<file path="src/rtl/tart_corr_pkg.sv">
// tart_corr_pkg
// Shared definitions for the correlator scheduler and its readback engine:
// register-map geometry (NGRP groups of NREG registers, group index in
// adr[6:4], register index in adr[3:0]), the reader state encoding, and
// helpers that walk the sparse register map.
package tart_corr_pkg;

   localparam int NGRP = 8;
   localparam int NREG = 12;

   typedef enum logic [1:0] {
      R_IDLE  = 2'd0,
      R_WAIT  = 2'd1,
      R_BURST = 2'd2,
      R_DONE  = 2'd3
   } rd_state_t;

   // Address of the last visibility register: final register of the final group.
   function automatic logic [6:0] final_adr(input int ngrp, input int nreg);
      return 7'((ngrp - 1) * 16 + (nreg - 1));
   endfunction

   // Next register address. Registers occupy only 0..nreg-1 of each 16-slot
   // group, so stepping past the last one jumps to slot 0 of the next group.
   function automatic logic [6:0] adr_next(input logic [6:0] adr, input int nreg);
      if (adr[3:0] == 4'(nreg - 1)) begin
         return adr + 7'(16 - nreg + 1);
      end
      return adr + 7'd1;
   endfunction

endpackage

</file>
<file path="src/rtl/corr_readback.sv">
// corr_readback
// Reader FSM for the retired correlator bank. A bank-switch pulse starts a
// settle delay, then a Wishbone burst over every visibility register. Each
// acknowledged word lands in a one-deep output register feeding a
// valid/ready stream; the bus is only strobed when that register can take
// the word, so backpressure stalls the burst without loss or duplication.
//
// Ports:
//   clk_i, rst                 clock, synchronous active-low reset
//   sw                         bank-switch pulse (starts a readback from idle)
//   cyc, stb, bst, adr         Wishbone master controls and register address
//   ack, dat                   Wishbone acknowledge and read data
//   vis_valid/ready/data/last  visibility stream out
//   busy                       reader not idle
module corr_readback
   import tart_corr_pkg::*;
#(
   parameter int GROUPS = NGRP,
   parameter int REGS   = NREG,
   parameter int SETTLE = 4
) (
   input  logic        clk_i,
   input  logic        rst,
   input  logic        sw,
   output logic        cyc,
   output logic        stb,
   output logic        bst,
   output logic [6:0]  adr,
   input  logic        ack,
   input  logic [31:0] dat,
   output logic        vis_valid,
   input  logic        vis_ready,
   output logic [31:0] vis_data,
   output logic        vis_last,
   output logic        busy
);

   localparam int            SW        = (SETTLE > 1) ? $clog2(SETTLE + 1) : 1;
   localparam logic [SW-1:0] SETTLE_LD = SW'(SETTLE);
   localparam logic [6:0]    LAST      = final_adr(GROUPS, REGS);

   rd_state_t     state,    state_n;
   logic [SW-1:0] settle_q, settle_n;
   logic [6:0]    adr_q,    adr_n;
   logic [31:0]   data_q,   data_n;
   logic          valid_q,  valid_n;
   logic          last_q,   last_n;

   always_ff @(posedge clk_i) begin
      if (!rst) begin
         state    <= R_IDLE;
         settle_q <= '0;
         adr_q    <= '0;
         data_q   <= '0;
         valid_q  <= 1'b0;
         last_q   <= 1'b0;
      end else begin
         state    <= state_n;
         settle_q <= settle_n;
         adr_q    <= adr_n;
         data_q   <= data_n;
         valid_q  <= valid_n;
         last_q   <= last_n;
      end
   end

   always_comb begin
      state_n  = state;
      settle_n = settle_q;
      adr_n    = adr_q;
      data_n   = data_q;
      valid_n  = valid_q;
      last_n   = last_q;
      cyc      = 1'b0;
      stb      = 1'b0;
      bst      = 1'b0;

      unique case (state)
         R_IDLE: begin
            if (sw) begin
               adr_n = '0;
               if (SETTLE == 0) begin
                  state_n = R_BURST;
               end else begin
                  state_n  = R_WAIT;
                  settle_n = SETTLE_LD;
               end
            end
         end
         // Leaving on the count of 1 makes the first strobe land exactly
         // SETTLE+1 cycles after the switch pulse.
         R_WAIT: begin
            if (settle_q <= SW'(1)) begin
               settle_n = '0;
               state_n  = R_BURST;
            end else begin
               settle_n = settle_q - SW'(1);
            end
         end
         R_BURST: begin
            cyc = 1'b1;
            stb = !valid_q || vis_ready;
            bst = (adr_q != LAST);
            if (stb && ack) begin
               if (adr_q == LAST) begin
                  adr_n   = '0;
                  state_n = R_DONE;
               end else begin
                  adr_n = adr_next(adr_q, REGS);
               end
            end
         end
         R_DONE: begin
            if (valid_q && vis_ready) begin
               state_n = R_IDLE;
            end
         end
         default: state_n = R_IDLE;
      endcase

      // stb is only raised when the register is empty or draining, so a
      // capture may overwrite a word that the consumer takes this cycle.
      if (stb && ack) begin
         data_n  = dat;
         valid_n = 1'b1;
         last_n  = (adr_q == LAST);
      end else if (valid_q && vis_ready) begin
         valid_n = 1'b0;
         last_n  = 1'b0;
      end
   end

   assign adr       = adr_q;
   assign vis_valid = valid_q;
   assign vis_data  = data_q;
   assign vis_last  = last_q;
   assign busy      = (state != R_IDLE);

endmodule

</file>
<file path="src/rtl/correlator_sched.sv">
// correlator_sched
// Sequences a correlator_block: counts enabled antenna sample strobes,
// pulses the bank switch every COUNT samples (toggling the accumulating
// bank), and hands the retired bank to corr_readback for a Wishbone burst
// read streamed out on the vis_* interface. A switch that arrives while a
// readback is still running raises the sticky overrun flag and is not
// queued.
//
// Ports:
//   clk_i, rst                  clock, synchronous active-low reset
//   en_i, strobe_i, clr_i       acquisition enable, sample strobe, overrun clear
//   en_o, sw_o, bank_o          correlator enable, bank-switch pulse, active bank
//   cyc_o, stb_o, we_o, bst_o   Wishbone master controls (read only)
//   adr_o, ack_i, dat_i         Wishbone address, acknowledge, read data
//   vis_valid_o, vis_ready_i,
//   vis_data_o, vis_last_o      visibility stream
//   overrun_o, busy_o           sticky overrun, reader not idle
module correlator_sched #(
   parameter int COUNT  = 96,
   parameter int NGRP   = tart_corr_pkg::NGRP,
   parameter int NREG   = tart_corr_pkg::NREG,
   parameter int SETTLE = 4,
   parameter int DELAY  = 3
) (
   input  logic        clk_i,
   input  logic        rst,
   input  logic        en_i,
   input  logic        strobe_i,
   input  logic        clr_i,
   output logic        en_o,
   output logic        sw_o,
   output logic        bank_o,
   output logic        cyc_o,
   output logic        stb_o,
   output logic        we_o,
   output logic        bst_o,
   output logic [6:0]  adr_o,
   input  logic        ack_i,
   input  logic [31:0] dat_i,
   output logic        vis_valid_o,
   input  logic        vis_ready_i,
   output logic [31:0] vis_data_o,
   output logic        vis_last_o,
   output logic        overrun_o,
   output logic        busy_o
);

   localparam int            CW       = $clog2(COUNT);
   localparam logic [CW-1:0] CNT_LAST = CW'(COUNT - 1);

   // DELAY only shapes assignment timing in behavioural models; this
   // implementation is purely cycle-based.
   localparam int unused_delay = DELAY;

   logic [CW-1:0] scnt;

   // Sample counter and bank switch. With en_i low the count simply holds,
   // so a partially filled bank stays pending until acquisition resumes.
   // An overrun is judged against the reader state in the pulse cycle: the
   // reader only acts on sw_o while idle, so a busy reader drops it.
   always_ff @(posedge clk_i) begin
      if (!rst) begin
         scnt      <= '0;
         sw_o      <= 1'b0;
         bank_o    <= 1'b0;
         en_o      <= 1'b0;
         overrun_o <= 1'b0;
      end else begin
         en_o <= en_i;
         sw_o <= 1'b0;
         if (strobe_i && en_i) begin
            if (scnt == CNT_LAST) begin
               scnt   <= '0;
               sw_o   <= 1'b1;
               bank_o <= !bank_o;
            end else begin
               scnt <= scnt + CW'(1);
            end
         end
         if (sw_o && busy_o) begin
            overrun_o <= 1'b1;
         end else if (clr_i) begin
            overrun_o <= 1'b0;
         end
      end
   end

   assign we_o = 1'b0;

   corr_readback #(
      .GROUPS (NGRP),
      .REGS   (NREG),
      .SETTLE (SETTLE)
   ) u_readback (
      .clk_i     (clk_i),
      .rst       (rst),
      .sw        (sw_o),
      .cyc       (cyc_o),
      .stb       (stb_o),
      .bst       (bst_o),
      .adr       (adr_o),
      .ack       (ack_i),
      .dat       (dat_i),
      .vis_valid (vis_valid_o),
      .vis_ready (vis_ready_i),
      .vis_data  (vis_data_o),
      .vis_last  (vis_last_o),
      .busy      (busy_o)
   );

endmodule
</file>
<file path="config.mk">
export PLATFORM = sky130hd
export DESIGN_NAME = correlator_sched
export DESIGN_NICKNAME = d
export VERILOG_FILES = /design/src/rtl/tart_corr_pkg.sv /design/src/rtl/corr_readback.sv /design/src/rtl/correlator_sched.sv
export SDC_FILE = /design/constraint.sdc
export NUM_CORES = 1
export LEC_CHECK = 0
export BUFFER_PORTS_ARGS = -buffer_cell sky130_fd_sc_hd__buf_2
export CAP_MARGIN = 20
export CELL_PAD_IN_SITES_DETAIL_PLACEMENT = 1
export CELL_PAD_IN_SITES_GLOBAL_PLACEMENT = 1
export CORE_UTILIZATION = 38
export CTS_CLUSTER_SIZE = 24
export DETAILED_ROUTE_END_ITERATION = 8
export HOLD_SLACK_MARGIN = 0.03
export MAX_ROUTING_LAYER = met4
export PLACE_DENSITY_LB_ADDON = 0.1
export SYNTH_ARGS = -nofsm -noshare
export SYNTH_HDL_FRONTEND = slang
export SYNTH_HIERARCHICAL = 1
export SYNTH_SLANG_ARGS = --single-unit
</file>
<file path="constraint.sdc">
create_clock -name clk_i -period 2.5 [get_ports clk_i]
set_input_delay 0.5 -clock clk_i [delete_from_list [all_inputs] [get_ports clk_i]]
set_output_delay 0.5 -clock clk_i [all_outputs]
set_load 0.005 [all_outputs]
</file>
==> impl_metrics.py, run 1 <==
metrics = {
    "global_routing": {
        "grt_overflow_total": 0,
        "grt_max_degree": 45,
        "grt_pass1_vias": 2414,
        "grt_usage": 0.201,
        "antenna_found_initial": 0,
        "grt_pass1_wl_microns": 11000,
    },
    "clock_network": {
        "insertion_delay_ps": 330,
        "clockRootBuffer": "clkbuf_8",
        "clockBufferDepth": 2,
        "path_clk_slew_ps": 60,
        "post_cts_resized": 0,
        "clkSinkCount": 57,
        "cts_setup_buffers": 0,
        "cts_tree": "built",
        "cts_hold_buf": 0,
        "htree_num_levels": 3,
        "cts_buffers": 9,
    },
    "die": {
        "die_area_sq_um": 7020,
        "pin_count": 89,
        "dieHeight_microns": 83.8,
        "rows": 29,
        "initial_utilization": 0.398,
        "core_sq_um": 6390,
        "fp.dieW_microns": 83.8,
    },
    "critical_path": {
        "crit_type": "flip-flop to primary output",
        "r2r_slack_ps": 520,
        "startpoint_type": "flip-flop",
        "rr_startpoint": "u_readback/state[0]",
        "cpPeakStageDelay_ps": 380,
        "cpMaxStageDelayCell": "dfxtp_1",
        "r2r-end": "u_readback/adr[3]",
        "endpoint": "bst_o",
        "worst-path-buf-inv": 1,
        "critical_path_depth": 4,
        "critPathTopFamily": "flip-flops",
        "end_kind": "primary output",
        "startpoint": "u_readback/adr[0]",
        "path_max_fanout": 5,
        "cp_cell_sequence": "ha_1, nand2_1, o31a_1, buf_2",
        "crit_required_ps": 2000,
        "arrival_ps": 1590,
        "r2r_cells": 6,
    },
    "timing": {
        "fin_setup_tns_ps": 0,
        "worst_slew_pin_slew_ps": 559,
        "setup_viol": 0,
        "hold_viol": 0,
        "layout_worst_path_cycle_share": 0.835,
        "final-max-slew-violation-count": 0,
        "slew_headroom": 0.623,
        "rsz0062_at_grt": "false",
        "finClkSkew_ps": 4.03,
        "fin_crit_ps": 2090,
        "max_freq_mhz": 479,
        "whs_ps": 412,
    },
    "yosys": {
        "synth.area.top_cells": "dfxtp_1, nand2_1, a21boi_0",
        "synth_top_area_frac": 0.449,
        "synth-warning-count": 6,
        "syn_avg_cell_area_sq_um": 8.53,
        "synth_area_sq_um": 2540,
        "synthTopCellsByCount": "nand2_1, dfxtp_1, a21boi_0",
        "synthArstFlopShare": 0,
        "yosysSeqAreaShare": 0.449,
        "yosysTopAreaCell": "dfxtp_1",
        "yosys_most_used_dff": "dfxtp_1",
        "yosysMostFrequentCell": "nand2_1",
        "synth_fp_nets": 347,
        "synth_seq_cells": 57,
        "synth_edf_count": 0,
        "postSynthCellCount": 298,
        "ys_types": 47,
    },
    "run": {
        "drv_cap": 0,
    },
    "final_layout": {
        "register_area_sq_um": 1140,
        "n_antenna_cell": 0,
        "stdcell_count": 468,
        "syn2layout_area_growth_pct": 27.6,
        "multiInputGateArea_sq_um": 1310,
        "final_util": 0.508,
        "drive_above_1_share": 0.286,
        "fillers": 817,
        "final_net_count": 436,
    },
    "pwr": {
        "p_per_area_nw_per_um2": 655,
        "p_switching_uw": 558,
        "p_int_uw": 1570,
        "p_comb_frac": 0.140,
        "p_leak_uw": 0.00138,
        "seqPwrFrac": 0.454,
        "vdd_drop_max_v": 0.000394,
        "p_sw_frac": 0.263,
        "clkPwrFrac": 0.406,
    },
    "detailed_routing": {
        "drt-wirelength-per-cell_microns": 14.0,
        "vias": 2407,
        "viasPerCell": 5.14,
        "first_pass_iters": 6,
        "detail_route.iter0.violations": 54,
        "wl_microns": 6530,
        "drc_errors": 0,
        "ant_nets": 0,
    },
    "run_status": {
        "status": "finished clean",
    },
    "place": {
        "hpwl_microns": 4660,
        "placed_cells": 453,
        "port-buffer-count": 87,
        "gp_congestion": 0.848,
    },
    "worst_hold_path": {
        "hold_path.class": "primary input to flip-flop",
    },
}
layer usage:
metal,vias to the layer above,wire length [microns],share of wire,global-route usage
li1,1208,-,-,-
met1,1122,3070,0.47,0.242
met2,65,2980,0.46,0.318
met3,12,348,0.053,0.0524
met4,0,126,0.019,0.0878
met5,-,0,0,-
logic make-up after synthesis:
family                     Yosys count  share of synthesized area
AOI/OAI and AO/OA                   80                      0.222
other                                1                    0.00147
xor gates and xnor gates             2                    0.00689
adders and majority gates           10                     0.0492
muxes                                2                    0.00787
and+or+nand+nor                    123                      0.226
buffers and inverters               23                     0.0379
DFF                                 57                      0.449
tightest hold or removal path, cell delays in order:
cell and delay (ps):
buf_2 90, nand2_1 40, a21boi_0 60
metrics by stage:
stage	total power [uW]	cell area, sq um	setup WS [ps]
floorplan	1170	2540	719
global placement	1270	3050	575
detailed placement	1280	3050	520
CTS	2150	3240	403
global route	2230	3240	299
finish	2120	3240	413
how the worst min path moves through the flow:
| stage | start | depth (start not counted) | to | slack, ps |
|---|---|---|---|---|
| 5_1_grt | dat_i[20] | 3 | u_readback/vis_data[20] | 410 |
| 3_3_place_gp | u_readback/vis_data[18] | 2 | u_readback/vis_data[18] | 450 |
| 4_1_cts | dat_i[20] | 3 | u_readback/vis_data[20] | 400 |
| 3_5_place_dp | u_readback/vis_data[29] | 2 | u_readback/vis_data[29] | 460 |
| 2_1_floorplan | u_readback/vis_data[10] | 2 | u_readback/vis_data[10] | 460 |
| 6_report | dat_i[20] | 3 | u_readback/vis_data[20] | 410 |
registers in the layout, indices dropped and copies added, names as in the netlist, 2 cells and up:
| register | count |
|---|---|
| scnt | 7 |
| u_readback/state | 2 |
| u_readback/adr | 7 |
| u_readback/settle_q | 3 |
| u_readback/vis_data | 32 |
area by class of cell:
cell class | instances | share of cell area
sequential | 57 | 0.352
clock buffer | 12 | 0.0478
tap | 77 | 0.0297
clock inverter | 3 | 0.0123
timing repair buffer | 91 | 0.144
multi-input combinational | 218 | 0.403
inverter | 10 | 0.0116
power groups by stage:
stage	sequential, uW	combinational (uW)	clock, uW
2_1_floorplan	979	189	0
6_report	965	296	864
5_1_grt	970	330	926
3_5_place_dp	984	295	0
3_3_place_gp	982	290	0
4_1_cts	965	298	887
cell usage in the layout (no fill, tap or decap), types with 2 or more instances in the layout:
cell type	count
a21boi_0	34
a21o_1	3
a21oi_1	12
a31oi_1	4
and2_1	3
buf_2	87
buf_4	4
clkbuf_8	11
clkinv_2	2
dfxtp_1	57
ha_1	10
inv_1	9
mux2i_1	2
nand2_1	81
nand2b_1	3
nand3_1	7
nand3b_1	3
nor2_1	5
nor4_1	3
o2111ai_1	2
o211ai_1	2
o21ai_0	9
o311ai_0	2
o31ai_1	3
or3_1	4
or4_1	4
No activity file was read; power rests on OpenSTA's default activity.
==> run 2: changes to the inputs <==
CORE_UTILIZATION = 36   (was 38)
clock period = 2.1 ns   (was 2.5 ns; I/O delays follow)
==> impl_metrics.py, run 2 (synthesized netlist as in run 1, its figures left out) <==
metrics = {
    "run_status": {
        "status": "finished clean",
    },
    "detailed_routing": {
        "first_pass_iters": 4,
        "wl_microns": 6480,
        "viasPerCell": 4.86,
        "ant_nets": 0,
        "detail_route.iter0.violations": 88,
        "vias": 2390,
        "drc_errors": 0,
        "drt-wirelength-per-cell_microns": 13.2,
    },
    "timing": {
        "fin_crit_ps": 1970,
        "hold_viol": 0,
        "layout_worst_path_cycle_share": 0.940,
        "fin_setup_tns_ps": 0,
        "max_freq_mhz": 507,
        "setup_viol": 0,
        "rsz0062_at_grt": "false",
        "finClkSkew_ps": 6.45,
        "final-max-slew-violation-count": 0,
        "whs_ps": 328,
    },
    "clock_network": {
        "cts_tree": "built",
        "cts_hold_buf": 0,
        "clockBufferDepth": 2,
        "path_clk_slew_ps": 70,
        "clkSinkCount": 57,
        "htree_num_levels": 3,
        "clockRootBuffer": "clkbuf_8",
        "cts_buffers": 9,
        "insertion_delay_ps": 330,
    },
    "final_layout": {
        "final_net_count": 440,
        "final_common_cell": "buf_2",
        "layout_common_cells": "buf_2, nand2_1, dfxtp_1",
        "drive_above_1_share": 0.298,
        "stdcell_count": 492,
        "syn2layout_area_growth_pct": 28.9,
        "fillers": 869,
        "n_antenna_cell": 0,
        "largest_reg_flops": 32,
    },
    "critical_path": {
        "path_max_fanout": 5,
        "cpMaxStageDelayCell": "dfxtp_1",
        "crit_required_ps": 1680,
        "cpPeakStageDelay_ps": 380,
        "end_kind": "primary output",
        "startpoint_type": "flip-flop",
        "arrival_ps": 1550,
        "crit_type": "flip-flop to primary output",
        "cp_cell_sequence": "ha_1, nand2_1, o31a_1, buf_2",
    },
    "die": {
        "core_sq_um": 6790,
        "dieHeight_microns": 86.0,
        "fp.dieW_microns": 86.0,
        "rows": 30,
        "pin_count": 89,
        "initial_utilization": 0.374,
        "die_area_sq_um": 7400,
    },
    "place": {
        "hpwl_microns": 4710,
        "gp_congestion": 0.766,
        "placed_cells": 476,
        "port-buffer-count": 87,
    },
    "global_routing": {
        "grt_pass1_vias": 2272,
        "grt_pass1_wl_microns": 10400,
        "grt_max_degree": 34,
        "grt_overflow_total": 0,
        "antenna_found_initial": 0,
        "grt_usage": 0.184,
    },
    "run": {
        "drv_cap": 0,
    },
    "pwr": {
        "vdd_drop_max_v": 0.000318,
        "p_per_area_nw_per_um2": 728,
        "p_leak_uw": 0.00139,
    },
    "worst_hold_path": {
        "hold_path.class": "primary input to flip-flop",
    },
}
==> run 2: critical path, delay by kind of cell, from the launching register on <==
| family | cells | cell delay (ps) |
|---|---|---|
| AOI/OAI and AO/OA | 1 | 370 |
| adders and majority gates | 1 | 220 |
| buffers and inverters | 1 | 160 |
| DFF | 1 | 380 |
| and+or+nand+nor | 1 | 100 |
==> run 2: where the power goes <==
group          switching, uW  internal, uW  total [uW]  leakage, uW
clock network            445           419         864    0.0000818
logic                    207           168         375     0.000845
registers               33.6          1110        1150     0.000460
total                    686          1700        2390      0.00139
==> run 2: metal layers <==
layer / global-route usage / up-vias / share of wire
li1: - / 1215 / -
met4: 0.0818 / 0 / 0.018
met3: 0.0395 / 11 / 0.048
met2: 0.291 / 59 / 0.45
met5: - / - / 0
met1: 0.226 / 1105 / 0.48
==> run 2: timing repair <==
item	CTS	global route
setup endpoints to repair	0	1
buffers inserted	0	0
resized for setup	0	1
==> run 2: area by class of cell <==
type / count / area, sq um / area share
multi-input cells: 218 / 1310 / 0.399
clock buffers: 10 / 128 / 0.0389
inverters: 10 / 37.5 / 0.0115
well taps: 96 / 120 / 0.0366
clock inverters: 6 / 35.0 / 0.0107
flip-flops and latches: 57 / 1140 / 0.348
repair buffers: 95 / 508 / 0.155
==> run 2: path summary, 6_finish.rpt <==
check	start	endpoint	slack, ps	cells past startpoint
worst max-delay path	u_readback/adr[0]	bst_o	130	4
worst min-delay path	dat_i[1]	u_readback/vis_data[1]	330	3
worst max register to register	u_readback/adr[0]	u_readback/adr[4]	160	8
worst min register to register	u_readback/vis_data[25]	u_readback/vis_data[25]	460	2
==> run 2: through the flow <==
stage	instance area, sq um	power (uW)	util	setup slack (ps)
CTS	3280	2420	0.482	101
floorplan	2540	1390	-	319
global route	3280	2510	0.483	48.6
global placement	3110	1540	0.458	226
finish	3280	2390	0.483	126
detailed placement	3110	1550	0.458	140
